File: config.mk
export PLATFORM = sky130hd
export DESIGN_NAME = dac_sample_sched
export DESIGN_NICKNAME = d
export VERILOG_FILES = /design/src/rtl/dac_sched_pkg.sv /design/src/rtl/dac_sample_fifo.sv /design/src/rtl/dac_sample_sched.sv
export SDC_FILE = /design/constraint.sdc
export NUM_CORES = 1
export LEC_CHECK = 0
export BUFFER_PORTS_ARGS = -buffer_cell sky130_fd_sc_hd__clkbuf_2
export CORE_ASPECT_RATIO = 2
export CORE_MARGIN = 2
export CORE_UTILIZATION = 41
export CTS_CLUSTER_DIAMETER = 100
export CTS_CLUSTER_SIZE = 25
export DETAILED_ROUTE_END_ITERATION = 8
export PLACE_DENSITY = 0.59
export SETUP_SLACK_MARGIN = 0.5
export SLEW_MARGIN = 20
export SYNTH_ARGS = -nofsm -noshare
export SYNTH_HDL_FRONTEND = slang
export SYNTH_SLANG_ARGS = --single-unit
File: constraint.sdc
create_clock -name CLK -period 10.2 [get_ports CLK]
set_clock_uncertainty 0.15 [all_clocks]
set_input_delay 1.53 -clock CLK [delete_from_list [all_inputs] [get_ports CLK]]
set_output_delay 1.53 -clock CLK [all_outputs]
set_load 0.005 [all_outputs]
File: src/rtl/dac_sched_pkg.sv
// Shared types and defaults for the DAC sample scheduler and its DAC wrapper.
package dac_sched_pkg;

    localparam int unsigned DATA_W_DEF   = 10;
    localparam int unsigned MIDSCALE_DEF = 512;

    typedef enum logic [1:0] {
        ST_IDLE  = 2'd0,
        ST_PRIME = 2'd1,
        ST_RUN   = 2'd2
    } sched_state_e;

endpackage

File: src/rtl/dac_sample_fifo.sv
// Synchronous sample FIFO with push/pop/flush and a separate occupancy count.
module dac_sample_fifo
    import dac_sched_pkg::*;
#(
    parameter int unsigned DATA_W = DATA_W_DEF,
    parameter int unsigned DEPTH  = 8
) (
    input  logic                     CLK,
    input  logic                     reset_n,
    input  logic                     push,
    input  logic                     pop,
    input  logic                     flush,
    input  logic [DATA_W-1:0]        wr_data,
    output logic [DATA_W-1:0]        rd_data,
    output logic [$clog2(DEPTH):0]   count,
    output logic                     full,
    output logic                     empty
);

    localparam int unsigned PTR_W = $clog2(DEPTH);
    localparam int unsigned CNT_W = PTR_W + 1;

    logic [PTR_W-1:0]  wr_ptr_q, wr_ptr_d;
    logic [PTR_W-1:0]  rd_ptr_q, rd_ptr_d;
    logic [CNT_W-1:0]  count_q, count_d;
    logic [DATA_W-1:0] mem_q [DEPTH];
    logic              push_ok;
    logic              pop_ok;

    assign full    = (count_q == CNT_W'(DEPTH));
    assign empty   = (count_q == '0);
    assign count   = count_q;
    assign rd_data = mem_q[rd_ptr_q];

    // Flush wins over any same-cycle push or pop; full refuses a push even when popping.
    assign push_ok = push && !full && !flush;
    assign pop_ok  = pop && !empty && !flush;

    // Pointer and count next-state.
    always_comb begin
        wr_ptr_d = wr_ptr_q;
        rd_ptr_d = rd_ptr_q;
        count_d  = count_q;
        if (flush) begin
            wr_ptr_d = '0;
            rd_ptr_d = '0;
            count_d  = '0;
        end else begin
            if (push_ok) wr_ptr_d = wr_ptr_q + PTR_W'(1);
            if (pop_ok)  rd_ptr_d = rd_ptr_q + PTR_W'(1);
            unique case ({push_ok, pop_ok})
                2'b10:   count_d = count_q + CNT_W'(1);
                2'b01:   count_d = count_q - CNT_W'(1);
                default: count_d = count_q;
            endcase
        end
    end

    // Pointer and count registers.
    always_ff @(posedge CLK or negedge reset_n) begin
        if (!reset_n) begin
            wr_ptr_q <= '0;
            rd_ptr_q <= '0;
            count_q  <= '0;
        end else begin
            wr_ptr_q <= wr_ptr_d;
            rd_ptr_q <= rd_ptr_d;
            count_q  <= count_d;
        end
    end

    // Sample storage; only read behind a valid count, so no reset needed.
    always_ff @(posedge CLK) begin
        if (push_ok) mem_q[wr_ptr_q] <= wr_data;
    end

endmodule

File: src/rtl/dac_sample_sched.sv
// Paces FIFO'd sample codes into the DAC at a programmable tick rate.
module dac_sample_sched
    import dac_sched_pkg::*;
#(
    parameter int unsigned DATA_W    = DATA_W_DEF,
    parameter int unsigned DEPTH     = 8,
    parameter int unsigned DIV_W     = 16,
    parameter int unsigned PRIME_LVL = 4,
    parameter int unsigned MIDSCALE  = MIDSCALE_DEF
) (
    input  logic                     CLK,
    input  logic                     reset_n,
    input  logic                     enable,
    input  logic                     flush,
    input  logic [DIV_W-1:0]         div,
    input  logic                     in_valid,
    input  logic [DATA_W-1:0]        in_data,
    output logic                     in_ready,
    output logic [DATA_W-1:0]        dac_code,
    output logic                     dac_update,
    output logic [$clog2(DEPTH):0]   fifo_level,
    output logic                     underrun,
    input  logic                     clr_underrun
);

    localparam int unsigned LVL_W = $clog2(DEPTH) + 1;

    sched_state_e      state_q, state_d;
    logic [DIV_W-1:0]  cnt_q, cnt_d;
    logic [DATA_W-1:0] dac_code_q, dac_code_d;
    logic              dac_update_q, dac_update_d;
    logic              underrun_q, underrun_d;

    logic              fifo_full;
    logic              fifo_empty;
    logic [DATA_W-1:0] fifo_head;
    logic [LVL_W-1:0]  level;
    logic              push;
    logic              pop;
    logic              tick;

    assign in_ready = !fifo_full;
    assign push     = in_valid && in_ready && !flush;
    assign tick     = (state_q == ST_RUN) && (cnt_q >= div);
    assign pop      = tick && !fifo_empty && !flush;

    dac_sample_fifo #(
        .DATA_W (DATA_W),
        .DEPTH  (DEPTH)
    ) u_fifo (
        .CLK     (CLK),
        .reset_n (reset_n),
        .push    (push),
        .pop     (pop),
        .flush   (flush),
        .wr_data (in_data),
        .rd_data (fifo_head),
        .count   (level),
        .full    (fifo_full),
        .empty   (fifo_empty)
    );

    // FSM next-state, rate divider and DAC output register next values.
    always_comb begin
        state_d      = state_q;
        cnt_d        = '0;
        dac_code_d   = dac_code_q;
        dac_update_d = 1'b0;
        underrun_d   = underrun_q;

        if (clr_underrun) underrun_d = 1'b0;
        if (tick && fifo_empty && !flush) underrun_d = 1'b1;

        if (flush) begin
            state_d    = enable ? ST_PRIME : ST_IDLE;
            dac_code_d = DATA_W'(MIDSCALE);
        end else begin
            unique case (state_q)
                ST_IDLE:  state_d = enable ? ST_PRIME : ST_IDLE;
                ST_PRIME: begin
                    if (!enable)                         state_d = ST_IDLE;
                    else if (level >= LVL_W'(PRIME_LVL)) state_d = ST_RUN;
                end
                ST_RUN:   state_d = enable ? ST_RUN : ST_IDLE;
                default:  state_d = ST_IDLE;
            endcase

            if (pop) begin
                dac_code_d   = fifo_head;
                dac_update_d = 1'b1;
            end

            // Divider only free-runs while staying in RUN; it restarts from 0 on entry.
            if (state_q == ST_RUN && state_d == ST_RUN) begin
                cnt_d = tick ? '0 : cnt_q + DIV_W'(1);
            end
        end
    end

    // State, divider and output registers.
    always_ff @(posedge CLK or negedge reset_n) begin
        if (!reset_n) begin
            state_q      <= ST_IDLE;
            cnt_q        <= '0;
            dac_code_q   <= DATA_W'(MIDSCALE);
            dac_update_q <= 1'b0;
            underrun_q   <= 1'b0;
        end else begin
            state_q      <= state_d;
            cnt_q        <= cnt_d;
            dac_code_q   <= dac_code_d;
            dac_update_q <= dac_update_d;
            underrun_q   <= underrun_d;
        end
    end

    assign dac_code   = dac_code_q;
    assign dac_update = dac_update_q;
    assign underrun   = underrun_q;
    assign fifo_level = level;

endmodule

==> impl_metrics.toml, run 1 <==
[logic_synthesis]
ys_ff_latch = 120
synth.distinct_cells = 49
syn_avg_cell_area_um2 = 14.27
synth_cells = 384
synth.cell_area_um2 = 5480
synthesis.nets = 438
synth_top_area_cell = "edfxtp_1"
synth_edf_count = 80
async_flop_share = 0.3333
ys.flop_type = "edfxtp_1"
ys_seq_area_frac = 0.6212
yosysWarnings = 0
yosysTopAreaCellShare = 0.4384
ys_top_cells_by_area = "edfxtp_1, dfrtp_1, mux4_2"

[power_and_ir_drop]
pwr_density_cell_nw_per_um2 = 182.1
clkPwrFrac = 0.521
p_int_w = 0.0009309
power.switching_w = 0.0002607
switching_share = 0.2188
peakVddDrop_mv = 0.1023
seqPwrFrac = 0.446
power.leakage_nw = 2.479
pwr-share-comb = 0.033

[clock_network]
cts_sinks = 120
cts_max_level = 4
post_cts_resized = 0
clock_latency_ns = 0.42
cts_hold_buf = 0
clk_pin_slew_ns = 0.06
cts_tree = "yes"
cts_root_buf = "clkbuf_16"
post_cts_buffers = 0
cts_max_path_buffers = 2
numCtsBuffers = 17

[timing]
period_share = 0.5049
rsz0062_at_grt = "no"
tightest_slew_ns = 1.016
hold-worst-slack_ns = 0.3354
final.setup.worst_slack_ns = 5.050
slew_violations = 0
setup_viol_count_final = 0
period_minus_slack_ns = 5.150
clock.fmax_mhz = 194.2
tns_ns = 0
hold_viol_final = 0
slew_headroom = 0.3225

[finish]
drive_gt1_frac = 0.2693
insertedDiodeCount = 0
fin_util = 0.5009
fillers = 1137
syn_to_final_growth_pct = 19.43
final_nets = 494

[worst_setup_path]
cp_data_required_time_ns = 10.34
r2r_start = "cnt_q[13]"
crit_type = "input pin to flop"
crit_fanout = 21
end_kind = "flop"
worstPathArrival_ns = 5.29
worstSetupStartpointType = "input pin"
cp-startpoint = "div[13]"
r2r_cells = 14

[route]
firstDrtPassIters = 8
drt_wl_total_um = 11400
vias = 3276
drc_errors = 5
drt_iter0_markers = 124
via_per_inst = 5.415
wire_per_inst_um = 18.85
postRouteAntennaNets = 0

[job]
maxCapViolCount = 0

[outcome]
violations = "design-rule violations"
outcome = "complete, but fails checks"

[global_route]
grt-ovfl-total = 0
grt_antenna_before_repair = 0
track_usage = 0.1719
grt_pass1_wl_um = 18450
grt_pass1_vias = 3517
grt_max_degree = 41

[place]
dp.final_hpwl_um = 7872
pre_cts_ws_ns = 4.666
portBuffers = 48
place.gp.congestion = 0.8199

[floorplanning]
start_util = 0.4194
io_pins = 49
die_w_um = 85.75
chipHeight_um = 167.5
dieArea_um2 = 14360
core_area_um2 = 13070
num_rows = 59

[worst_hold_path]
min_from = "underrun"
worstHoldPathCells = 2
min_path_type = "flop to flop"
## per-stage QoR
step	cell area [um2]	instances	power [W]
6_report	6545	605	0.001192
5_1_grt	6545	605	0.001225
4_1_cts	6545	605	0.001200
3_5_place_dp	5931	573	0.0005817
3_3_place_gp	5931	573	0.0005803
2_1_floorplan	5480	384	0.0005593
## synth_stat cells (all sizes together), types with 7 or more instances
| cell type | instances |
|---|---|
| a21oi | 22 |
| a311oi | 9 |
| ha | 21 |
| nor2 | 32 |
| edfxtp | 80 |
| nor3 | 8 |
| mux2i | 11 |
| o21ai | 7 |
| nand2b | 7 |
| clkbuf | 10 |
| nand2 | 20 |
| nand3 | 12 |
| xor2 | 11 |
| dfrtp | 39 |
| mux4 | 20 |
| buf | 7 |
| inv | 19 |
## state kept, by name, summed over array words and instances (netlist names)
signal / count
u_fifo.mem_q: 80
cnt_q: 16
dac_code: 10
u_fifo.count: 4
u_fifo.rd_ptr_q: 3
u_fifo.wr_ptr_q: 3
state_q: 2
dac_update: 1
underrun: 1
## cell usage in the layout, fill, tap and decap left out, types with 17 or more instances in the layout
cell	instances
inv_1	19
dfrtp_1	39
clkbuf_16	17
nand2_1	17
mux4_2	20
clkbuf_2	47
ha_1	21
nor2_1	32
edfxtp_1	80
a21oi_1	21
## logic make-up after synthesis
logic type / Yosys count / share of synthesized area
fa+ha+maj: 22 / 0.05160
buf+inv: 36 / 0.02854
xor+xnor: 16 / 0.02557
compound gates: 47 / 0.05617
flops: 120 / 0.6212
simple gates: 108 / 0.1064
mux: 35 / 0.1105
## path summary, 6_finish.rpt
path	to	slack (ns)
max in group asynchronous	dac_code[5]	8.22
min	underrun	0.34
max reg2reg	u_fifo.count[3]	5.79
min in group asynchronous	underrun	1.08
max	u_fifo.count[3]	5.05
min reg2reg	underrun	0.34
## cell type report
class,instances,area (um2),share of cell area
sequential,120,3405,0.5202
timing repair buffer,54,285.3,0.04359
clock inverter,15,188.9,0.02887
multi-input combinational,228,1979,0.3024
inverter,19,71.32,0.01090
tap,152,190.2,0.02906
clock buffer,17,425.4,0.06500
## power by group through the flow
| stage | clock network, W | registers (W) | logic, W |
|---|---|---|---|
| finish | 0.000621 | 0.000532 | 0.0000390 |
| global route | 0.000648 | 0.000532 | 0.0000444 |
| CTS | 0.000628 | 0.000532 | 0.0000401 |
| detailed placement | 0 | 0.000542 | 0.0000399 |
| global placement | 0 | 0.000541 | 0.0000389 |
| floorplan | 0 | 0.000540 | 0.0000195 |
## critical path, stage by stage
cell      delay (ns)
clkbuf_2        0.07
inv_1           0.03
ha_1            0.28
nand4_1         0.14
nor3_1          0.34
nand2_1         0.20
nand3_1         0.61
nand2_1         0.23
nor3_1          0.38
ha_1            0.31
a21o_1          0.15
a21oi_1         0.29
nand3_2         0.12
o22ai_1         0.20
a211oi_2        0.07
mux2_1          0.33
## layer usage
layer,up-vias,track usage,part of all wire
li1,1555,-,-
met1,1628,0.1735,0.36
met2,70,0.3224,0.57
met3,23,0.04337,0.034
met4,0,0.07522,0.029
met5,-,0,0
No activity file was read; power rests on OpenSTA's default activity.
==> inputs of run 2 (changes only) <==
--- a/config.mk
+++ b/config.mk
@@ -12,7 +12,7 @@
 export CTS_CLUSTER_DIAMETER = 100
 export CTS_CLUSTER_SIZE = 25
 export DETAILED_ROUTE_END_ITERATION = 8
-export PLACE_DENSITY = 0.59
+export PLACE_DENSITY = 0.61
 export SETUP_SLACK_MARGIN = 0.5
 export SLEW_MARGIN = 20
 export SYNTH_ARGS = -nofsm -noshare
==> constraint.sdc (replaced) <==
create_clock -name CLK -period 4.54 [get_ports CLK]
set_clock_uncertainty 0.15 [all_clocks]
set_input_delay 0.681 -clock CLK [delete_from_list [all_inputs] [get_ports CLK]]
set_output_delay 0.681 -clock CLK [all_outputs]
set_load 0.005 [all_outputs]
==> run 2 against run 1 <==
  * The flow still finishes with violations (design-rule violations)
  * Critical path depth down 3
  * Clock-buffer cell count unchanged
  * Global-route usage grew 0.30 points
  * Final cell count increased by 0.66%
  * Total power rose by 130%
  * Sequential share of layout area is 0.23 points lower
  * Largest power group unchanged
==> impl_metrics.toml, run 2 (synthesis gave the netlist of run 1 again) <==
[outcome]
outcome = "complete, but fails checks"
violations = "design-rule violations"

[power_and_ir_drop]
clkPwrFrac = 0.523
pwr_density_cell_nw_per_um2 = 408.5
seqPwrFrac = 0.445
peakVddDrop_mv = 0.2915
power.switching_w = 0.0005819
pwr-share-comb = 0.033
p_total_w = 0.002686
switching_share = 0.2167
p_int_w = 0.002104
power.leakage_nw = 2.519

[floorplanning]
chipHeight_um = 167.5
start_util = 0.4194
io_pins = 49
core_area_um2 = 13070
die_w_um = 85.75
num_rows = 59
dieArea_um2 = 14360

[global_route]
grt-ovfl-total = 0
grt_max_degree = 41
grt_pass1_wl_um = 18950
grt_pass1_vias = 3604
grt_antenna_before_repair = 0
track_usage = 0.1748

[route]
firstDrtPassIters = 8
drc_errors = 4
drt_wl_total_um = 11230
via_per_inst = 5.489
postRouteAntennaNets = 0
drt_iter0_markers = 184
vias = 3343
wire_per_inst_um = 18.44

[clock_network]
cts_max_level = 4
clk_pin_slew_ns = 0.06
cts_tree = "yes"
cts_root_buf = "clkbuf_16"
post_cts_buffers = 0
post_cts_resized = 0
cts_sinks = 120
clock_latency_ns = 0.41
cts_max_path_buffers = 2
cts_hold_buf = 0
numCtsBuffers = 17

[job]
maxCapViolCount = 0

[finish]
insertedDiodeCount = 0
final_nets = 498
largest_reg_flops = 80
layout_common_cells = "edfxtp_1, clkbuf_2, dfrtp_1"
fillers = 1154
final_common_cell = "edfxtp_1"
top_register = "u_fifo.mem_q"
drive_gt1_frac = 0.2779
syn_to_final_growth_pct = 19.95

[timing]
tns_ns = 0
clock.fmax_mhz = 264.2
rsz0062_at_grt = "no"
slew_headroom = 0.3051
hold-worst-slack_ns = 0.2460
hold_viol_final = 0
tightest_slew_ns = 1.042
period_minus_slack_ns = 3.785
period_share = 0.8337
setup_viol_count_final = 0
slew_violations = 0
final.setup.worst_slack_ns = 0.7550

[worst_setup_path]
crit_fanout = 5
r2r-end = "u_fifo.count[3]"
r2r_start = "cnt_q[12]"
r2r_slack_ns = 0.76
cp_data_required_time_ns = 4.67
worstSetupStartpointType = "flop"
crit_type = "flop to flop"
r2r_cells = 13
end_kind = "flop"
cp-startpoint = "cnt_q[12]"
worstPathArrival_ns = 3.92
cp-endpoint = "u_fifo.count[3]"

[worst_hold_path]
min_path_type = "input pin to async pin"

[place]
dp.final_hpwl_um = 7951
place.gp.congestion = 0.8665
pre_cts_ws_ns = 0.3722
portBuffers = 48
run 2: worst min-delay path by stage:
stage / from / to / cells after the start
2_1_floorplan: reset_n / cnt_q[0] / 0
4_1_cts: reset_n / state_q[1] / 1
5_1_grt: reset_n / underrun / 1
3_5_place_dp: underrun / underrun / 2
3_3_place_gp: underrun / underrun / 2
6_report: reset_n / state_q[1] / 1
run 2: metal layers:
metal	global-route usage	wire length [um]	vias to the layer above
met5	0	0	-
met4	0.07522	306	0
met3	0.04288	328	21
met2	0.3162	6356	67
met1	0.1895	4240	1677
li1	-	-	1578
run 2: final cells by class:
type | instances | area (um2) | area share
sequential | 120 | 3405 | 0.5179
multi-input combinational | 228 | 1967 | 0.2992
clock buffer | 17 | 425.4 | 0.06471
timing repair buffer | 58 | 315.3 | 0.04796
clock inverter | 15 | 200.2 | 0.03045
tap | 152 | 190.2 | 0.02893
inverter | 19 | 71.32 | 0.01085
run 2: through the flow:
stage          std cells  utilization  area (um2)
6_report             609       0.5031        6574
2_1_floorplan        384            -        5480
4_1_cts              609       0.5027        6569
3_3_place_gp         577       0.4549        5943
5_1_grt              609       0.5031        6574
3_5_place_dp         577       0.4549        5943
run 2: power by group through the flow:
stage | Clock, W | Sequential [W] | Combinational (W)
floorplan | 0 | 0.00121 | 0.0000437
global placement | 0 | 0.00122 | 0.0000868
detailed placement | 0 | 0.00122 | 0.0000895
CTS | 0.00143 | 0.00119 | 0.0000898
global route | 0.00147 | 0.00120 | 0.000101
finish | 0.00140 | 0.00119 | 0.0000877
run 2: worst max-delay path, cell delays in order, from the launching register on:
cell	delay (ns)
dfrtp_1	0.46
ha_1	0.31
nand4_1	0.14
nor3_1	0.40
nand3b_1	0.24
nand3_1	0.16
nand2_1	0.12
nor3_2	0.23
ha_1	0.28
a21o_1	0.16
a21oi_1	0.27
o22ai_1	0.14
a211oi_2	0.23
mux2_1	0.35
